==> config.mk <==
export PLATFORM = sky130hd
export DESIGN_NAME = sync_fifo_param
export DESIGN_NICKNAME = d
export VERILOG_FILES = /design/src/rtl/sync_fifo_param.sv
export SDC_FILE = /design/constraint.sdc
export NUM_CORES = 1
export LEC_CHECK = 0
export CORE_ASPECT_RATIO = 1.5
export CORE_UTILIZATION = 50
export CTS_CLUSTER_SIZE = 8
export DETAILED_ROUTE_END_ITERATION = 12
export PLACE_DENSITY_LB_ADDON = 0.12
export SYNTH_ARGS = -nofsm -noshare
export SYNTH_HDL_FRONTEND = slang
export SYNTH_SLANG_ARGS = --single-unit
export TNS_END_PERCENT = 30
==> constraint.sdc <==
create_clock -name clk -period 4.6 [get_ports clk]
set_input_delay 0.92 -clock clk [delete_from_list [all_inputs] [get_ports clk]]
set_output_delay 0.92 -clock clk [all_outputs]
set_load 0.01 [all_outputs]
==> src/rtl/sync_fifo_param.sv <==
// sync_fifo_param: parametrised single-clock FIFO with occupancy count,
// programmable almost-full / almost-empty flags and registered
// overflow / underflow error pulses.
//
// Build option:
//   SYNC_FIFO_FWFT_EN  defined   -> first-word fall-through. data_out shows
//                                   the head word combinationally; 0 when empty.
//   SYNC_FIFO_FWFT_EN  undefined -> registered read. data_out updates on the
//                                   edge that accepts a get and holds otherwise.
//
// Handshake: put and get are requests sampled on the rising edge of clk.
// A put is accepted when the FIFO is not full and a get is accepted when
// the FIFO is not empty, both judged on the state before that edge.
// Rejected requests leave pointers and memory untouched. Each rejection
// raises overflow/underflow for the single cycle after the edge.
// reset takes priority over any put/get on the same edge.

module sync_fifo_param #(
    parameter int DEPTH    = 8,
    parameter int WIDTH    = 16,
    parameter int PTR_W    = $clog2(DEPTH),
    parameter int AF_LEVEL = DEPTH - 2,
    parameter int AE_LEVEL = 2
) (
    input  logic             clk,
    input  logic             reset,
    input  logic             put,
    input  logic             get,
    input  logic [WIDTH-1:0] data_in,
    output logic [WIDTH-1:0] data_out,
    output logic             empty_bar,
    output logic             full_bar,
    output logic             almost_full,
    output logic             almost_empty,
    output logic [PTR_W:0]   count,
    output logic             overflow,
    output logic             underflow
);

    // Reject parameter sets that would silently break pointer arithmetic
    // or make a threshold flag unreachable.
    generate
        if (DEPTH < 2 || (DEPTH & (DEPTH - 1)) != 0) begin : g_bad_depth
            $fatal(1, "sync_fifo_param: DEPTH must be a power of two >= 2");
        end
        if (AF_LEVEL < 1 || AF_LEVEL > DEPTH) begin : g_bad_af
            $fatal(1, "sync_fifo_param: AF_LEVEL must be in 1..DEPTH");
        end
        if (AE_LEVEL < 0 || AE_LEVEL > DEPTH - 1) begin : g_bad_ae
            $fatal(1, "sync_fifo_param: AE_LEVEL must be in 0..DEPTH-1");
        end
    endgenerate

    // Thresholds sized to the count width so comparisons stay width-matched.
    localparam logic [PTR_W:0] DEPTH_C = (PTR_W + 1)'(DEPTH);
    localparam logic [PTR_W:0] AF_C    = (PTR_W + 1)'(AF_LEVEL);
    localparam logic [PTR_W:0] AE_C    = (PTR_W + 1)'(AE_LEVEL);
    localparam logic [PTR_W:0] PTR_ONE = (PTR_W + 1)'(1);
    localparam logic [PTR_W:0] PTR_ZERO = '0;

    // Storage and pointers. The pointer MSB is the wrap bit, so
    // wr_ptr - rd_ptr (mod 2^(PTR_W+1)) spans the full 0..DEPTH range.
    logic [WIDTH-1:0] mem [DEPTH];
    logic [PTR_W:0]   wr_ptr;
    logic [PTR_W:0]   rd_ptr;
    logic [PTR_W:0]   occupancy;
    logic [PTR_W-1:0] wr_addr;
    logic [PTR_W-1:0] rd_addr;
    logic             full;
    logic             empty;
    logic             put_e;
    logic             get_e;

    assign occupancy = wr_ptr - rd_ptr;
    assign full      = (occupancy == DEPTH_C);
    assign empty     = (occupancy == PTR_ZERO);
    assign wr_addr   = wr_ptr[PTR_W-1:0];
    assign rd_addr   = rd_ptr[PTR_W-1:0];

    // Accepted transfers; reset blocks both so nothing is written or popped.
    assign put_e = put & ~full & ~reset;
    assign get_e = get & ~empty & ~reset;

    // Status outputs depend only on the registered pointers.
    assign count        = occupancy;
    assign empty_bar    = ~empty;
    assign full_bar     = ~full;
    assign almost_full  = (occupancy >= AF_C);
    assign almost_empty = (occupancy <= AE_C);

    // Advance the pointers on accepted transfers; reset discards all data.
    always_ff @(posedge clk) begin
        if (reset) begin
            wr_ptr <= PTR_ZERO;
            rd_ptr <= PTR_ZERO;
        end else begin
            if (put_e) wr_ptr <= wr_ptr + PTR_ONE;
            if (get_e) rd_ptr <= rd_ptr + PTR_ONE;
        end
    end

    // Write the accepted word; memory is intentionally not cleared on reset.
    always_ff @(posedge clk) begin
        if (put_e) mem[wr_addr] <= data_in;
    end

    // Register one-cycle error pulses for rejected requests.
    always_ff @(posedge clk) begin
        if (reset) begin
            overflow  <= 1'b0;
            underflow <= 1'b0;
        end else begin
            overflow  <= put & full;
            underflow <= get & empty;
        end
    end

`ifdef SYNC_FIFO_FWFT_EN
    // Present the head word directly; a get pops the word currently shown.
    always_comb begin
        data_out = '0;
        if (!empty) data_out = mem[rd_addr];
    end
`else
    logic [WIDTH-1:0] data_q;

    // Registered read: capture the head word on the edge that accepts a get.
    always_ff @(posedge clk) begin
        if (reset) begin
            data_q <= '0;
        end else if (get_e) begin
            data_q <= mem[rd_addr];
        end
    end

    assign data_out = data_q;
`endif

endmodule

==> results of run 1 <==
[metrics by stage]
step | util, % | setup WS, ps | total power, mW
final | 62.0 | 918 | 4.57
after detailed placement | 56.7 | 1350 | 3.17
after global placement | 56.7 | 1430 | 3.13
after CTS | 62.0 | 921 | 4.62
after global routing | 62.0 | 673 | 4.81
after floorplan | - | 384 | 2.69
[final cells by class]
class | instances | share of cell area, %
Timing Repair Buffer | 60 | 7.60
Multi-Input combinational cell | 158 | 22.0
Inverter | 8 | 0.405
Clock inverter | 14 | 2.67
Sequential cell | 154 | 58.9
Tap cell | 153 | 2.58
Clock buffer | 18 | 5.79
[placed cells by master, fill, tap and decap left out, types with 2 or more instances in the layout]
master,n
dfxtp_1,25
clkdlybuf4s50_1,45
ha_1,5
and3_1,2
clkinv_1,2
nand2_1,37
mux2i_1,3
clkbuf_16,17
nor4_2,6
nor3_2,2
buf_4,15
bufinv_16,4
nor2_1,24
xnor2_1,3
a21oi_1,5
nand3_1,2
edfxtp_1,128
mux4_2,32
a311oi_2,16
a21o_1,2
clkinv_4,6
nor3_1,3
inv_1,7
[worst max-delay path: cells and delay by family, from the launching register on]
| family | cells | cell delay [ps] |
|---|---|---|
| flops | 1 | 530 |
| simple gates | 2 | 350 |
| buf+inv | 3 | 730 |
| fa+ha+maj | 2 | 730 |
[synthesized netlist by cell type (2+ instances only)]
master,count
clkbuf_1,9
a311oi_2,16
dfxtp_1,26
nor3_1,5
edfxtp_1,128
inv_1,7
and3_1,2
a21oi_1,5
ha_1,5
nand3_1,2
a21o_1,2
nor4_1,6
mux2i_1,3
nand2_1,37
buf_2,6
mux4_2,32
nor2_1,24
buf_6,3
xnor2_1,3
[metal layers]
metal	up-vias	global-route usage, %	part of all wire [%]
li1	1456	-	-
met4	0	9.64	2.6
met5	-	0	0
met1	1596	24.1	41
met2	81	35.8	53
met3	25	4.28	3.4
[cells by family after synthesis]
| group | Yosys count |
|---|---|
| xor+xnor | 5 |
| flops | 154 |
| mux | 36 |
| compound gates | 27 |
| fa+ha+maj | 6 |
| buf+inv | 28 |
| simple gates | 84 |
[power by group through the flow]
| stage | Clock (mW) | Sequential, mW | Combinational, mW |
|---|---|---|---|
| floorplan | 0 | 1.80 | 0.891 |
| global placement | 0 | 1.78 | 1.35 |
| detailed placement | 0 | 1.79 | 1.38 |
| CTS | 1.48 | 1.76 | 1.38 |
| global route | 1.53 | 1.78 | 1.50 |
| finish | 1.46 | 1.75 | 1.36 |
[sequential cells by signal, indices dropped and copies added, names as in the netlist]
signal and count:
wr_ptr 4, mem 128, underflow 1, data_out 16, overflow 1, rd_ptr 4
[final timing paths]
| kind | to | slack (ps) | cells past startpoint |
|---|---|---|---|
| worst min-delay path | data_out[12]$_SDFFE_PP0P_ | 530 | 2 |
| worst min register to register | data_out[12]$_SDFFE_PP0P_ | 530 | 2 |
| worst max-delay path | full_bar | 920 | 7 |
| worst max register to register | rd_ptr[3]$_SDFFE_PP0P_ | 1340 | 8 |
==> flow_summary.yaml, run 1 <==
power_and_ir_drop:
  switchingPower_mw: 1.30
  netSwitchingFraction_pct: 28.5
  power-per-cell-area_nw_per_um2: 617
  intPower_mw: 3.26
  p_clk_share_pct: 31.9
  vdd_drop_max_v: 0.000367
  power_frac_seq_pct: 38.4
  comb_power_share_pct: 29.7
  leakage_nw: 2.42
synthesis:
  ys_seq_area_share_pct: 71.7
  synth_top_area_share_pct: 63.2
  syn_avg_cell_area_um2: 17.9
  ys_ff_latch: 154
  synth_compound_gate_area_share_pct: 5.16
  synthMuxAreaShare_pct: 12.5
  synth_top_family_by_area: "multiplexers"
  postSynthCellCount: 340
  ys_warn_count: 0
  synth-simple-area-share_pct: 6.13
  syn_area_um2: 6090
  yosysTopAreaCell: "edfxtp_1"
  yosys-top-cells-area: "edfxtp_1 (63%), mux4_2 (12%), dfxtp_1 (8.6%)"
  synthAdderAreaFrac_pct: 1.36
  async_flop_share_pct: 0
  syn-num-nets: 366
  synthXorXnorAreaFrac_pct: 0.843
  synth_edf_count: 128
  dominantRegCellSynth: "edfxtp_1"
  synth_cell_types: 38
clock_network:
  root_buffer: "clkbuf_16"
  ctsHoldBuffers: 0
  cts_tree: "yes"
  clock_latency_ps: 420
  post_cts_resized: 0
  h-tree-depth: 4
  clkSinkCount: 154
  cts.clk_slew.worst_paths_ps: 60
  numCtsBuffers: 17
  clockBufferDepth: 2
  cts_setup_buffers: 0
routing:
  totalWireLength_mm: 11.5
  drc: 0
  wire_per_inst_um: 20.4
  vias: 3158
  vias_per_cell: 5.59
  ant_nets: 0
  initialDrtViolationCount: 131
  dr.pass1.iters: 4
worst_setup_path:
  worst_ep_arrival_time_ps: 2760
  cpMaxStageDelayCell: "dfxtp_1"
  worstSetupStartpointType: "flip-flop"
  path_max_fanout: 8
  worstPathCellList: "inv_1, ha_1, inv_1, fa_1, nor3_1, nand2_1, clkdlybuf4s50_1"
  critPathRequiredTime_ps: 3680
  worstSetupEndpointType: "output pin"
  crit_top_cell: "inv_1"
  crit_start: "wr_ptr[0]$_SDFFE_PP0P_"
  r2r_start: "wr_ptr[0]$_SDFFE_PP0P_"
  slowest_delay_ps: 530
  criticalPathCategory: "flip-flop to output pin"
floorplanning:
  dieArea_um2: 12600
  placementRows: 49
  initial_core_util_pct: 50.9
  chipWidth_um: 92.1
  ios: 46
  core_um2: 12000
  die_h_um: 137
placed_design:
  place_inst: 533
  gp_routability_congestion: 0.740
  place_hpwl_mm: 6.51
  place_area_um2: 6780
  io_buffer_count: 45
finish:
  drive_gt1_share_pct: 26.2
  diodes: 0
  regArea_um2: 4370
  final_area_um2: 7410
  syn_to_final_growth_pct: 21.7
  fin_nets: 425
  fillCellCount: 906
  multi_input_comb_area_um2: 1630
  stdcell_count: 565
timing:
  rsz0062_at_grt: "no"
  min_period_ps: 3680
  slew_headroom_pct: 35.5
  finClkSkew_ps: 8.98
  tightest_slew_ps: 967
  finalCritPeriodShare_pct: 80.0
  fmax_mhz: 272
  hold_ws_ps: 535
  final-setup-viol-count: 0
  slew_violations: 0
  report.final.hold_viol_count: 0
  fin_tns_setup_ps: 0
global_route:
  first_global_vias: 3349
  grt_pass1_wl_mm: 18.3
  antenna_found_initial: 0
  grt_overflow: 0
  grt_usage_pct: 20.5
  grt_max_degree: 38
outcome:
  run_status: "finished, final reports clean"
worst_hold_path:
  hold_path.class: "flip-flop to flip-flop"
  worstHoldStart: "data_out[12]$_SDFFE_PP0P_"
flow_run:
  cap_violations: 0
Power figures use the tool's default switching activity.
==> inputs of run 2 (changes only) <==
Clock period 4.6 ns to 3.51 ns, I/O delays scaled along.
==> flow_summary.yaml, run 2 (same netlist as run 1, synthesis figures left out) <==
outcome:
  run_status: "finished, final reports clean"
timing:
  min_period_ps: 3200
  finClkSkew_ps: 7.91
  slew_headroom_pct: 44.8
  finalCritPeriodShare_pct: 91.3
  tightest_slew_ps: 823
  report.final.hold_viol_count: 0
  slew_violations: 0
  final-setup-viol-count: 0
  rsz0062_at_grt: "no"
  fmax_mhz: 312
global_route:
  first_global_vias: 3321
  grt_max_degree: 36
  antenna_found_initial: 0
  grt_overflow: 0
  grt_usage_pct: 21.0
  grt_pass1_wl_mm: 18.5
clock_network:
  root_buffer: "clkbuf_16"
  cts_tree: "yes"
  numCtsBuffers: 17
  clockBufferDepth: 2
  cts_setup_buffers: 0
  clkSinkCount: 154
  ctsHoldBuffers: 0
  cts.clk_slew.worst_paths_ps: 60
  h-tree-depth: 4
  clock_latency_ps: 410
floorplanning:
  die_h_um: 137
  dieArea_um2: 12600
  placementRows: 49
  ios: 46
  chipWidth_um: 92.1
  core_um2: 12000
  initial_core_util_pct: 50.9
worst_setup_path:
  worstSetupStartpointType: "flip-flop"
  worstSetupEndpointType: "output pin"
  criticalPathCategory: "flip-flop to output pin"
  worstPathCellList: "clkinv_1, ha_1, and3b_1, nor3_1, nor2_2, inv_1, clkdlybuf4s50_1"
  r2r_start: "wr_ptr[0]$_SDFFE_PP0P_"
  cpMaxStageDelayCell: "clkdlybuf4s50_1"
  r2r-end: "mem[7][14]$_DFFE_PP_"
  critPathRequiredTime_ps: 2810
  rrSetupSlack_ps: 550
  worst_ep_arrival_time_ps: 2500
  slowest_delay_ps: 540
  crit_start: "rd_ptr[2]$_SDFFE_PP0P_"
  crit_path_end: "count[3]"
  path_max_fanout: 5
  reg2reg_depth: 10
finish:
  syn_to_final_growth_pct: 22.9
  multi_input_comb_area_um2: 1660
  fillCellCount: 896
  fin_nets: 429
  final_cell_mix: "edfxtp_1 (128), clkdlybuf4s50_1 (44), nand2_1 (37), mux4_2 (32), dfxtp_1 (25)"
  postLayoutCoreUtil_pct: 62.6
  diodes: 0
  regArea_um2: 4370
  layout_commonest_cell: "edfxtp_1"
  drive_gt1_share_pct: 26.9
  largest_reg_flops: 128
  regMostFlops: "mem"
routing:
  dr.pass1.iters: 4
  wire_per_inst_um: 21.0
  vias: 3236
  initialDrtViolationCount: 126
  totalWireLength_mm: 12.0
  drc: 0
  ant_nets: 0
  vias_per_cell: 5.69
power_and_ir_drop:
  leakage_nw: 2.45
  power_mw: 6.07
  power-per-cell-area_nw_per_um2: 812
  vdd_drop_max_v: 0.000413
worst_hold_path:
  hold_path.class: "flip-flop to flip-flop"
placed_design:
  io_buffer_count: 45
  gp_routability_congestion: 0.798
  place_hpwl_mm: 7.15
flow_run:
  cap_violations: 0
## run 2: cell count changes in the layout (fill, tap and decap cells not counted), moves of 3 or more
| cell | previous run | this run |
|---|---|---|
| clkinv_4 | 6 | 1 |
| buf_4 | 15 | 18 |
| clkbuf_1 | 1 | 4 |
| clkinvlp_4 | 1 | 4 |
| nor4_2 | 6 | 3 |
| nor4_4 | 0 | 3 |
## run 2: layer usage
metal  wire length [µm]  vias to the layer above  global-route usage (%)  share of wire (%)
met3                507                       21                    4.72                4.2
li1                   -                     1466                       -                  -
met1               4550                     1661                    24.1                 38
met5                  0                        -                       0                  0
met2               6600                       88                    37.2                 55
met4                299                        0                    9.72                2.5
## run 2: through the flow
step	cells	hold WS, ps	instance area (µm²)	worst slack (ps)	TNS (ps)
after global placement	537	512	6850	596	0
after detailed placement	537	523	6850	530	0
after global routing	569	561	7480	166	0
after CTS	569	533	7470	112	0
after floorplan	340	495	6100	-665	-42430
final	569	532	7480	306	0
## run 2: what timing repair did
item                                   4_1_cts  5_1_grt
setup endpoints to repair                    0        1
gates resized for setup                      0        3
endpoints found under the hold margin        0        0
## run 2: worst min-delay path by stage
stage,start,endpoint,slack [ps],cells past startpoint
2_1_floorplan,wr_ptr[3]$_SDFFE_PP0P_,wr_ptr[3]$_SDFFE_PP0P_,490,2
3_3_place_gp,wr_ptr[3]$_SDFFE_PP0P_,wr_ptr[3]$_SDFFE_PP0P_,510,2
3_5_place_dp,wr_ptr[3]$_SDFFE_PP0P_,wr_ptr[3]$_SDFFE_PP0P_,520,2
4_1_cts,wr_ptr[3]$_SDFFE_PP0P_,wr_ptr[3]$_SDFFE_PP0P_,530,2
5_1_grt,data_out[15]$_SDFFE_PP0P_,data_out[15]$_SDFFE_PP0P_,560,2
6_report,data_out[12]$_SDFFE_PP0P_,data_out[12]$_SDFFE_PP0P_,530,2
## run 2: power breakdown
| part | total, mW | internal, mW | switching [mW] |
|---|---|---|---|
| logic | 1.90 | 0.937 | 0.966 |
| clock network | 1.90 | 1.21 | 0.686 |
| registers | 2.27 | 2.19 | 0.0822 |
## run 2: worst max-delay path: cells and delay by family, from the launching register on
family | cells | cell delay (ps)
fa+ha+maj | 1 | 370
simple gates | 3 | 650
flops | 1 | 330
buf+inv | 3 | 740
## run 2: cell type report
| class | instances | area share [%] |
|---|---|---|
| clock buffer | 22 | 6.07 |
| clock inverter | 10 | 2.24 |
| inverter | 8 | 0.401 |
| multi-input combinational | 158 | 22.2 |
| sequential | 154 | 58.4 |
| tap | 153 | 2.56 |
| timing repair buffer | 64 | 8.13 |
==> inputs of run 3 (changes only) <==
Settings changed: RECOVER_POWER set to 100.
==> flow_summary.yaml, run 3 (same netlist as run 1, synthesis figures left out) <==
timing:
  final-setup-viol-count: 0
  report.final.hold_viol_count: 0
  finalCritPeriodShare_pct: 92.3
  tightest_slew_ps: 816
  slew_headroom_pct: 45.3
  fin_tns_setup_ps: 0
  fmax_mhz: 309
  slew_violations: 0
  rsz0062_at_grt: "no"
  min_period_ps: 3240
  finClkSkew_ps: 5.79
  hold_ws_ps: 529
routing:
  vias_per_cell: 5.67
  wire_per_inst_um: 21.0
  dr.pass1.iters: 5
  totalWireLength_mm: 12.0
  vias: 3225
  initialDrtViolationCount: 156
  ant_nets: 0
  drc: 0
placed_design:
  io_buffer_count: 45
  place_inst: 537
  gp_routability_congestion: 0.798
  place_hpwl_mm: 7.15
floorplanning:
  chipWidth_um: 92.1
  initial_core_util_pct: 50.9
  core_um2: 12000
  placementRows: 49
  ios: 46
  dieArea_um2: 12600
  die_h_um: 137
clock_network:
  clkSinkCount: 154
  cts_tree: "yes"
  cts_setup_buffers: 0
  root_buffer: "clkbuf_16"
  numCtsBuffers: 17
  clockBufferDepth: 2
  cts.clk_slew.worst_paths_ps: 60
  clock_latency_ps: 410
  h-tree-depth: 4
finish:
  syn_to_final_growth_pct: 21.6
  stdcell_count: 569
  fin_nets: 429
  layout_commonest_cell: "edfxtp_1"
  diodes: 0
  final_cell_mix: "edfxtp_1 (128), dlygate4sd3_1 (40), nand2_1 (37), mux4_2 (32), dfxtp_1 (25)"
  largest_reg_flops: 128
  drive_gt1_share_pct: 24.3
  regMostFlops: "mem"
power_and_ir_drop:
  power-per-cell-area_nw_per_um2: 803
  switchingPower_mw: 1.70
  leakage_nw: 2.48
  vdd_drop_max_v: 0.000413
  power_mw: 5.94
  power_frac_seq_pct: 38.1
  p_clk_share_pct: 32.0
  comb_power_share_pct: 29.8
  netSwitchingFraction_pct: 28.7
  intPower_mw: 4.24
worst_setup_path:
  worstSetupEndpointType: "output pin"
  criticalPathCategory: "flip-flop to output pin"
  critPathRequiredTime_ps: 2810
  worstSetupStartpointType: "flip-flop"
  worst_ep_arrival_time_ps: 2540
  path_max_fanout: 5
flow_run:
  cap_violations: 0
global_route:
  antenna_found_initial: 0
  grt_max_degree: 36
  grt_usage_pct: 21.0
  grt_pass1_wl_mm: 18.5
  grt_overflow: 0
  first_global_vias: 3321
outcome:
  run_status: "finished, final reports clean"
worst_hold_path:
  hold_path.class: "flip-flop to flip-flop"
run 3: changes by cell type in the layout (fill, tap and decap cells not counted), sizes merged:
| cell | change |
|---|---|
| buf | -9 |
| clkdlybuf4s50 | -40 |
| dlygate4sd3 | +40 |
| clkbuf | +9 |
run 3: layout make-up:
class | count | area [µm²]
well taps | 153 | 191
clock inverters | 10 | 168
clock buffers | 22 | 454
multi-input cells | 158 | 1610
inverters | 8 | 30.0
repair buffers | 64 | 586
fillers | 915 | 4550
flip-flops and latches | 154 | 4370
run 3: worst max-delay path, stage by stage (launching register included):
cell	delay (ps)
dfxtp_1	340
clkinv_1	80
ha_1	350
and3b_1	230
nor3_1	270
nor2_1	130
inv_1	120
dlygate4sd3_1	610
run 3: metal layers:
metal / wire length (µm) / global-route usage, %
met5: 0 / 0
met4: 318 / 9.72
met3: 559 / 4.72
met2: 6570 / 37.2
met1: 4530 / 24.1
run 3: per-stage QoR:
step	util [%]	cell area [µm²]	setup WS, ps
2_1_floorplan	-	6100	-665
3_3_place_gp	57.3	6850	596
3_5_place_dp	57.3	6850	530
4_1_cts	62.5	7470	112
5_1_grt	61.9	7400	109
6_report	61.9	7400	271
run 3: power groups by stage:
stage | Sequential (mW) | Clock, mW | Combinational [mW]
6_report | 2.27 | 1.90 | 1.77
5_1_grt | 2.29 | 1.99 | 1.94
4_1_cts | 2.27 | 1.94 | 1.93
3_5_place_dp | 2.31 | 0 | 1.92
3_3_place_gp | 2.30 | 0 | 1.88
2_1_floorplan | 2.35 | 0 | 1.18
run 3: worst paths after layout:
check | start | to | slack (ps) | cells after the start
setup / recovery | rd_ptr[2]$_SDFFE_PP0P_ | count[3] | 270 | 7
hold / removal | data_out[12]$_SDFFE_PP0P_ | data_out[12]$_SDFFE_PP0P_ | 530 | 2
setup reg to reg | wr_ptr[0]$_SDFFE_PP0P_ | data_out[0]$_SDFFE_PP0P_ | 350 | 10
hold reg to reg | data_out[12]$_SDFFE_PP0P_ | data_out[12]$_SDFFE_PP0P_ | 530 | 2
run 3: repair_timing:
item                       in CTS  in global routing
setup endpoints to repair       0                  1
resized for setup               0                  3
hold buffers                    0                  0
